## config.mk

```make
export PLATFORM = sky130hd
export DESIGN_NAME = dma_hold_arbiter
export DESIGN_NICKNAME = d
export VERILOG_FILES = /design/src/rtl/dma_pkg.sv /design/src/rtl/dma_gap_counter.sv /design/src/rtl/dma_hold_arbiter.sv
export SDC_FILE = /design/constraint.sdc
export NUM_CORES = 1
export LEC_CHECK = 0
export ABC_AREA = 1
export CAP_MARGIN = 10
export CORE_ASPECT_RATIO = 0.9
export CORE_MARGIN = 3
export CORE_UTILIZATION = 33
export CTS_BUF_LIST = sky130_fd_sc_hd__clkbuf_16
export DETAILED_ROUTE_END_ITERATION = 10
export DONT_BUFFER_PORTS = 1
export PLACE_DENSITY = 0.56
export SLEW_MARGIN = 10
export SYNTH_ARGS = -nofsm -noshare
export SYNTH_HDL_FRONTEND = slang
export SYNTH_SLANG_ARGS = --single-unit
```

## constraint.sdc

```tcl
create_clock -name clock -period 5.1 [get_ports clock]
set_input_delay 1.275 -clock clock [delete_from_list [all_inputs] [get_ports clock]]
set_output_delay 1.275 -clock clock [all_outputs]
set_load 0.02 [all_outputs]
```

## src/rtl/dma_pkg.sv

```systemverilog
// dma_pkg: state encoding and defaults shared by the DMA hold arbiter.
package dma_pkg;

    localparam logic [1:0] ST_IDLE   = 2'd0;
    localparam logic [1:0] ST_REQ    = 2'd1;
    localparam logic [1:0] ST_GRANT  = 2'd2;
    localparam logic [1:0] ST_RETURN = 2'd3;

    localparam int DEF_CNT_W = 8;
    localparam int GAP_W     = 8;

    typedef enum logic [1:0] {
        S_IDLE   = ST_IDLE,
        S_REQ    = ST_REQ,
        S_GRANT  = ST_GRANT,
        S_RETURN = ST_RETURN
    } state_t;

endpackage

```

## src/rtl/dma_gap_counter.sv

```systemverilog
// dma_gap_counter: loadable down-counter that stops at zero.
module dma_gap_counter
    import dma_pkg::*;
#(
    parameter int W = GAP_W
) (
    input  logic         clk,
    input  logic         rst_n,
    input  logic         i_load,
    input  logic [W-1:0] i_value,
    output logic         o_zero
);

    logic [W-1:0] r_count;

    always_ff @(posedge clk or negedge rst_n) begin
        if (!rst_n) begin
            r_count <= '0;
        end else if (i_load) begin
            r_count <= i_value;
        end else if (r_count != '0) begin
            r_count <= r_count - 1'b1;
        end
    end

    assign o_zero = (r_count == '0);

endmodule

```

## src/rtl/dma_hold_arbiter.sv

```systemverilog
// dma_hold_arbiter: HOLD/HLDA responder between a DMA engine and the CPU.
// Optional grant-length limit with abort pulse: define ARB_TIMEOUT_EN.
module dma_hold_arbiter
    import dma_pkg::*;
#(
    parameter int GAP_CYCLES = 4,
    parameter int MAX_GRANT  = 64,
    parameter int CNT_W      = DEF_CNT_W
) (
    input  logic             clock,
    input  logic             reset_n,
    input  logic             dma_hold,
    output logic             dma_hlda,
    output logic             cpu_hold,
    input  logic             cpu_hlda,
    output logic             bus_owner,
    output logic [CNT_W-1:0] grant_cycles,
    output logic             abort
);

    localparam logic [CNT_W-1:0] GC_MAX = '1;

    if (GAP_CYCLES < 1 || GAP_CYCLES > 255 ||
        MAX_GRANT < 1 || MAX_GRANT > 255) begin : g_param_chk
        $error("dma_hold_arbiter: parameter out of range");
    end

    state_t           r_state;
    state_t           w_next;
    logic             w_gap_zero;
    logic             w_gap_load;
    logic             w_timeout;
    logic             w_block;
    logic             r_dma_hlda;
    logic             r_cpu_hold;
    logic             r_bus_owner;
    logic             r_abort;
    logic [CNT_W-1:0] r_gc;

`ifdef ARB_TIMEOUT_EN
    localparam int LIM = MAX_GRANT - 1;
    logic r_need_low;

    assign w_timeout = (r_state == S_GRANT) && dma_hold &&
                       (32'(r_gc) == LIM);

    // an aborted master must drop HOLD once before it may win again
    always_ff @(posedge clock or negedge reset_n) begin
        if (!reset_n) begin
            r_need_low <= 1'b0;
        end else if (w_timeout) begin
            r_need_low <= 1'b1;
        end else if (!dma_hold) begin
            r_need_low <= 1'b0;
        end
    end

    assign w_block = r_need_low;
`else
    assign w_timeout = 1'b0;
    assign w_block   = 1'b0;
`endif

    assign w_gap_load = (r_state == S_RETURN) && !cpu_hlda;

    dma_gap_counter #(
        .W(GAP_W)
    ) u_gap (
        .clk    (clock),
        .rst_n  (reset_n),
        .i_load (w_gap_load),
        .i_value(GAP_W'(GAP_CYCLES)),
        .o_zero (w_gap_zero)
    );

    always_ff @(posedge clock or negedge reset_n) begin
        if (!reset_n) begin
            r_state <= S_IDLE;
        end else begin
            r_state <= w_next;
        end
    end

    always_comb begin
        w_next = r_state;
        unique case (r_state)
            S_IDLE: begin
                if (dma_hold && w_gap_zero && !w_block) begin
                    w_next = S_REQ;
                end
            end
            S_REQ: begin
                if (!dma_hold) begin
                    w_next = S_RETURN;
                end else if (cpu_hlda) begin
                    w_next = S_GRANT;
                end
            end
            S_GRANT: begin
                if (!dma_hold || !cpu_hlda || w_timeout) begin
                    w_next = S_RETURN;
                end
            end
            S_RETURN: begin
                if (!cpu_hlda) begin
                    w_next = S_IDLE;
                end
            end
            default: w_next = S_IDLE;
        endcase
    end

    // outputs follow the state being entered, so they change on that edge
    always_ff @(posedge clock or negedge reset_n) begin
        if (!reset_n) begin
            r_dma_hlda  <= 1'b0;
            r_cpu_hold  <= 1'b0;
            r_bus_owner <= 1'b0;
            r_abort     <= 1'b0;
            r_gc        <= '0;
        end else begin
            r_dma_hlda  <= (w_next == S_GRANT);
            r_cpu_hold  <= (w_next == S_REQ) || (w_next == S_GRANT);
            r_bus_owner <= (w_next == S_GRANT) ||
                           ((w_next == S_RETURN) && r_bus_owner);
            r_abort     <= w_timeout;
            if ((r_state == S_REQ) && (w_next == S_GRANT)) begin
                r_gc <= '0;
            end else if ((r_state == S_GRANT) && (r_gc != GC_MAX)) begin
                r_gc <= r_gc + 1'b1;
            end
        end
    end

    assign dma_hlda     = r_dma_hlda;
    assign cpu_hold     = r_cpu_hold;
    assign bus_owner    = r_bus_owner;
    assign abort        = r_abort;
    assign grant_cycles = r_gc;

endmodule

```

# [Word level (Yosys, flattened, before mapping)]
# Index checks and enable logic that the tools add are counted.
[op_classes] magnitude_cmp=0 n_shift=0 mux=10 n_reduce_logical=15 div=0 n_bitwise=0 add_sub_neg=2 n_eq_ne=7 mul=0
[ops] cell="$mux 8" n=4
[ops] cell="$mux 2" n=5
[ops] cell="$add 8x1->8 const B" n=1
[ops] cell="$eq 2x2->1 const B" n=4
[ops] cell="$logic_not 8->1" n=1
[ops] cell="$ne 8x8->1 const B" n=1
[ops] cell="$pmux 2 s4" n=1
[ops] cell="$reduce_bool 8->1" n=1
[ops] cell="$sub 8x1->8 const B" n=1
[ops] cell="$logic_and 1x1->1" n=5
[ops] cell="$eq 2x1->1 const B" n=2
[ops] cell="$reduce_bool 2->1" n=2
[ops] cell="$logic_or 1x1->1" n=3
[ops] cell="$logic_not 1->1" n=2
[ops] cell="$logic_not 2->1" n=1
[totals] reg_bits=21 mem_count=0 mem_bits_rw=0 elab_cells=40 inputBits=4 output_inout_bits=12 latchBits=0 rom_bits=0

# [Longest topological paths before layout]
[logic_depth] depth_word=7 depth_mapped=13 ltp_nobuf=13

# [Hierarchy]
# From an unflattened synthesis, not the netlist that was laid out.
[unflattened] hier_cells=166 hier_area_um2=1244.9
[modules_own_cells] module="dma_hold_arbiter" seq_area_each_um2=325.3 cells_per_inst=95 instances=1 area_per_inst_um2=732.0
[modules_own_cells] module="dma_gap_counter" seq_area_each_um2=200.2 cells_per_inst=71 instances=1 area_per_inst_um2=513.0

# [Worst setup path after synthesis]
# No wires, ideal clock.
[synth_timing] kind="input port to flip-flop" startpoint="in dma_hold" endpoint="reg r_gc[5], in the netlist grant_cycles[5]" arrival_ns=2.370 setup_slack_ns=2.612 setup_ns=0.119 cell_stages=8 required_ns=4.981 path_buffers=0 path_cell_list="or2_2 > a21oi_1 > ha_1 > nand3_2 > inv_1 > nor2_4 > nand2_1 > nand2_1"
[synth_via] elab_chain_cells=7 elab_cells_between_ends=11 classes_between="eq/ne (1); mux (5); reduce/logical (5)"
[synth_rtl] element="start: declaration" line_no="dma_hold_arbiter.sv:12" text="input logic dma_hold,"
[synth_rtl] element="$logic_not 1->1" line_no="dma_hold_arbiter.sv:100" text="if (!dma_hold || !cpu_hlda || w_timeout) begin"
[synth_rtl] element="$logic_or 1x1->1" line_no="dma_hold_arbiter.sv:100"
[synth_rtl] element="$mux 2" line_no="dma_hold_arbiter.sv:100"
[synth_rtl] element="$pmux 2 s4 (*)" line_no="dma_hold_arbiter.sv:86" text="unique case (r_state)"
[synth_rtl] element="net w_next[1]" line_no="dma_hold_arbiter.sv:29" text="state_t w_next;"
[synth_rtl] element="$eq 2x2->1 (*)" line_no="dma_hold_arbiter.sv:127" text="if ((r_state == S_REQ) && (w_next == S_GRANT)) begin"
[synth_rtl] element="$logic_and 1x1->1 (*)" line_no="dma_hold_arbiter.sv:127"
[synth_rtl] element="$mux 8 or $reduce_bool 2->1 (tied branches)"
[synth_rtl] element="end signal: assignment" line_no="dma_hold_arbiter.sv:130" text="r_gc <= r_gc + 1'b1;"
[synth_rtl] element="end: declaration" line_no="dma_hold_arbiter.sv:38" text="logic [CNT_W-1:0] r_gc;"
# The timed path passes the listed nets; every way through them passes the cells marked *.
# A chain may end at the register's enable or synchronous reset.

# [Worst setup path in the final report]
[layout_timing] startpoint="in dma_hold" endpoint="reg r_gc[7], in the netlist grant_cycles[7]"
# Same word-level chain as after synthesis.

==> results.md <==
Timing:
- Setup violations remaining at the end of the flow were counted as 0.
- Counting I/O delays and the setup requirement, the final critical path takes 2.42 ns.
- The number of hold-slack violations in the final timing report is 0.
- The number of max-slew violations in the final report is 0.
- Derived from the worst setup path, the maximum achievable clock frequency is 413 MHz.
- In the post-route analysis, the smallest setup slack over all paths is 2.68 ns.
- Setup repair after global routing left no endpoint under its margin.
- Setup total negative slack on the finished layout was measured at 0 ns.
- The largest clock skew in the final design is around 0.003 ns.
- The period utilization is 0.475.

Drt:
- The final antenna-violating net count is 0.
- In the final routed layout, each cell accounts on average for about 12 um.
- After detailed routing, the number of vias per cell comes to ~4.9.
- After detailed routing, the number of remaining DRC violations is 0.
- The number of DRC markers in iteration 0 is 24.
- The via count of the routed design is 991.
- Wires add up to ~2500 um.
- Before antenna repair, the detailed router went through 4 iterations.

Power:
- The analysis attributes to net switching a power of 0.359 mW.
- The worst IR drop on VDD is 0.243 mV.
- The cell-internal power is 0.440 mW.
- The static power due to leakage is 0.697 nW.
- The share of total power dissipated in sequential elements is 0.406.
- The fraction of power spent switching nets is 0.450.
- The share of total power dissipated in combinational logic is 0.390.
- The total power after layout is 0.799 mW.
- The power density over the cells is 591 nW/um2.
- The power share of the clock group is 0.204.

Yosys:
- The synthesized flop and latch total is 21.
- Among all flip-flop cells after synthesis, the most frequent one is sky130_fd_sc_hd__dfrtp_1.
- Of the synthesized area, sequential elements account for 0.429.
- The total standard cell area after synthesis is 1230 um2.
- The number of nets in the synthesized netlist is 166.
- The area share of xor/xnor cells in the synthesized design is 0.0286.
- Of the total synthesized cell area, the portion taken by AND, OR, NAND and NOR gates is 0.370.
- The mean cell area of the mapped netlist is 7.81 um2.
- Counting flops with an async set or reset pin after synthesis yields a share of 1.00.
- Of the total synthesized cell area, the portion taken by full adders, half adders and majority gates is 0.0510.
- The number of unique standard cell types used by synthesis is 24.
- The portion of netlist area occupied by mux cells is 0.
- The post-synthesis compound-gate area fraction was 0.0418.
- The gate count of the mapped netlist is 157.
- For this run, the number of Yosys warnings is 0.
- The number of enable-type register cells in the synthesized netlist is 0.
- After synthesis, the largest family of logic cells by area is simple AND/OR/NAND/NOR gates.

Min path:
- The tightest min-delay check is of the register to register type.
- The worst hold path passes through 2 cells.
- The worst hold path begins at u_gap.r_count[0]$_DFFE_PN0P_.

Layout:
- Once layout is complete, the cells apart from fillers number 204.
- The final net count is 170.
- Summing all multi-input logic gate instances after layout gives 607 um2.
- The count of fill cells added during filler insertion is 334.
- Registers take 526 um2.
- Measured on the finished design, the core utilization comes to 0.389.
- The number of antenna diodes in the final layout is 0.
- From synthesis to final layout, the design area changed by 10.3%.
- In the final layout, the share of cells above drive strength 1 is 0.131.

Die:
- 16 I/O pins were placed.
- The die covers 4480 um2.
- In this run the standard cell core region covers 3480 um2.
- In this run the core area contains 20 standard-cell rows.
- The initial core utilization is 0.353.
- The die height is 63.8 um.
- The die is 70.3 um wide.

Worst setup path:
- The worst endpoint required time is 5.24 ns.
- Setup slack on the worst reg-to-reg path comes out at ~2.9 ns.
- The delay of the slowest critical-path stage is 0.27 ns.
- The kind of cell adding the most delay to the critical path is simple AND/OR/NAND/NOR gates.
- The terminus of the critical flop-to-flop path is grant_cycles[7]$_DFFE_PN0P_.
- For this design, the slowest cell found on the critical path is sky130_fd_sc_hd__ha_1.
- The number of stages on the worst setup path is 8.
- The number of cells on the worst reg-to-reg path is 13.
- The worst setup path is captured at a register.
- The startpoint of the worst register-to-register path is u_gap.r_count[0]$_DFFE_PN0P_.
- The critical path goes through or2_2 -> a21oi_1 -> ha_1 -> nand3_2 -> inv_1 -> nor2_4 -> nand2_1 -> nand2_1.
- The type of the worst setup path is primary input to register.
- The worst setup path startpoint is dma_hold.
- The cell repeated most along the worst path is sky130_fd_sc_hd__nand2_1.
- Along the worst path, the maximum fanout reaches 8.
- Together, buffers and inverters on the worst path number 1.
- The signal arrival time at the worst endpoint is 2.56 ns.
- The startpoint kind of the worst setup timing path is a primary input.
- The timing endpoint of the critical path is grant_cycles[7]$_DFFE_PN0P_.

CTS:
- Clock tree synthesis selected as its root buffer the cell sky130_fd_sc_hd__clkbuf_16.
- The number of post-CTS setup repair buffers is 0.
- The number of clock sinks is 21.
- TritonCTS built the clock tree.
- For this design, the CTS-stage hold fixing added 0 buffers.
- The post-cts sizing count is 0.
- The total CTS buffers is 3.
- The insertion delay of the later-clocked pin in the worst-skew pair is 0.25 ns.
- The level count of the clock H-tree is 1.
- The clock passes through at most 2 buffers.
- After clock tree synthesis, the clock-pin slew on the worst setup and hold paths is around 0.06 ns.

Place:
- The placed instance count is 200.
- The count of port buffers added during placement is 0.
- The placed wire-length estimate after detailed placement is 1880 um.
- The worst setup slack after placement is 2.41 ns.
- At the end of routability-driven placement, the weighted congestion stood at 0.855.

GRT:
- Entering global routing, the biggest net connects 22 pins.
- The overall fraction of global-route tracks in use is 0.121.
- The residual overflow from global routing is 0.
- The number of global-route vias before repair is 991.
- The first global-routing pass estimated 4450 um of wire.
- The initial antenna violation count came to 0.

Run:
- Across the run, the number of max-cap violations was 0.

Run status:
- The flow ran to the end, and the final reports show no timing, DRC or antenna violations.
==> registers in the layout (all words and copies together) (netlist names) <==
| register | count |
|---|---|
| bus_owner | 1 |
| r_state | 2 |
| u_gap.r_count | 8 |
| dma_hlda | 1 |
| cpu_hold | 1 |
| grant_cycles | 8 |
==> worst reg2reg max path: stages, from the launching register on <==
cell,delay [ns]
sky130_fd_sc_hd__dfrtp_1,0.37
sky130_fd_sc_hd__inv_1,0.11
sky130_fd_sc_hd__ha_1,0.16
sky130_fd_sc_hd__nand3_1,0.21
sky130_fd_sc_hd__nor2_4,0.20
sky130_fd_sc_hd__nand2_1,0.06
sky130_fd_sc_hd__nand2_1,0.06
sky130_fd_sc_hd__nand3_1,0.10
sky130_fd_sc_hd__ha_1,0.27
sky130_fd_sc_hd__nand3_2,0.17
sky130_fd_sc_hd__inv_1,0.09
sky130_fd_sc_hd__nor2_4,0.19
sky130_fd_sc_hd__nand2_1,0.08
sky130_fd_sc_hd__nand2_1,0.08
==> power by group through the flow <==
| stage | clock network, mW | logic (mW) | registers, mW |
|---|---|---|---|
| finish | 0.163 | 0.312 | 0.324 |
| global route | 0.171 | 0.366 | 0.335 |
| CTS | 0.165 | 0.313 | 0.325 |
| detailed placement | 0 | 0.311 | 0.327 |
| global placement | 0 | 0.296 | 0.326 |
| floorplan | 0 | 0.256 | 0.309 |
==> metal layers <==
layer | wire, um | up-vias | global-route usage
met5 | 0 | - | 0
met1 | 1180 | 467 | 0.155
met4 | 34 | 0 | 0.0407
met3 | 119 | 5 | 0.0314
met2 | 1170 | 24 | 0.199
li1 | - | 495 | -
==> final cells by class <==
class / count / share of cell area
Clock buffer: 3 / 0.0555
Clock inverter: 1 / 0.00278
Inverter: 23 / 0.0638
Multi-Input combinational cell: 112 / 0.449
Sequential cell: 21 / 0.389
Tap cell: 44 / 0.0407
==> cells in the mapped netlist, types with 2 or more instances <==
library cell / n / area (um2)
sky130_fd_sc_hd__nand2_1: 45 / 169
sky130_fd_sc_hd__dfrtp_1: 21 / 526
sky130_fd_sc_hd__inv_1: 19 / 71.3
sky130_fd_sc_hd__nand3_1: 16 / 80.1
sky130_fd_sc_hd__nor2_1: 16 / 60.1
sky130_fd_sc_hd__ha_1: 5 / 62.6
sky130_fd_sc_hd__inv_2: 4 / 15.0
sky130_fd_sc_hd__nand4_1: 4 / 25.0
sky130_fd_sc_hd__nor2_4: 4 / 45.0
sky130_fd_sc_hd__xor2_1: 4 / 35.0
sky130_fd_sc_hd__nand2_2: 3 / 18.8
sky130_fd_sc_hd__nor2_2: 3 / 18.8
sky130_fd_sc_hd__a21oi_1: 2 / 10.0
==> cell usage in the layout, fill, tap and decap left out, drive strengths merged, types with 2 or more instances in the layout <==
| master | count |
|---|---|
| nand2 | 48 |
| inv | 24 |
| nor2 | 23 |
| dfrtp | 21 |
| nand3 | 17 |
| ha | 5 |
| xor2 | 4 |
| nand4 | 4 |
| clkbuf | 3 |
| a21oi | 3 |
| nor3 | 2 |
| o21ai | 2 |
==> kinds of logic (layout without fill, tap and decap cells) <==
group | count (synthesis) | count (layout)
compound gates | 7 | 7
xor+xnor | 4 | 4
fa+ha+maj | 5 | 5
buf+inv | 24 | 27
flops | 21 | 21
other cells | 1 | 1
simple gates | 95 | 95
==> worst min-delay path by stage <==
stage,end,slack [ns]
CTS,u_gap.r_count[0]$_DFFE_PN0P_,0.47
global route,u_gap.r_count[0]$_DFFE_PN0P_,0.52
floorplan,u_gap.r_count[0]$_DFFE_PN0P_,0.44
global placement,u_gap.r_count[0]$_DFFE_PN0P_,0.46
finish,u_gap.r_count[0]$_DFFE_PN0P_,0.47
detailed placement,u_gap.r_count[0]$_DFFE_PN0P_,0.46
==> per-stage QoR <==
step,hold slack (ns),cell area [um2]
finish,0.468,1350
global route,0.517,1350
global placement,0.457,1270
floorplan,0.442,1230
detailed placement,0.460,1270
CTS,0.473,1350
(Power assumes the default switching activity.)
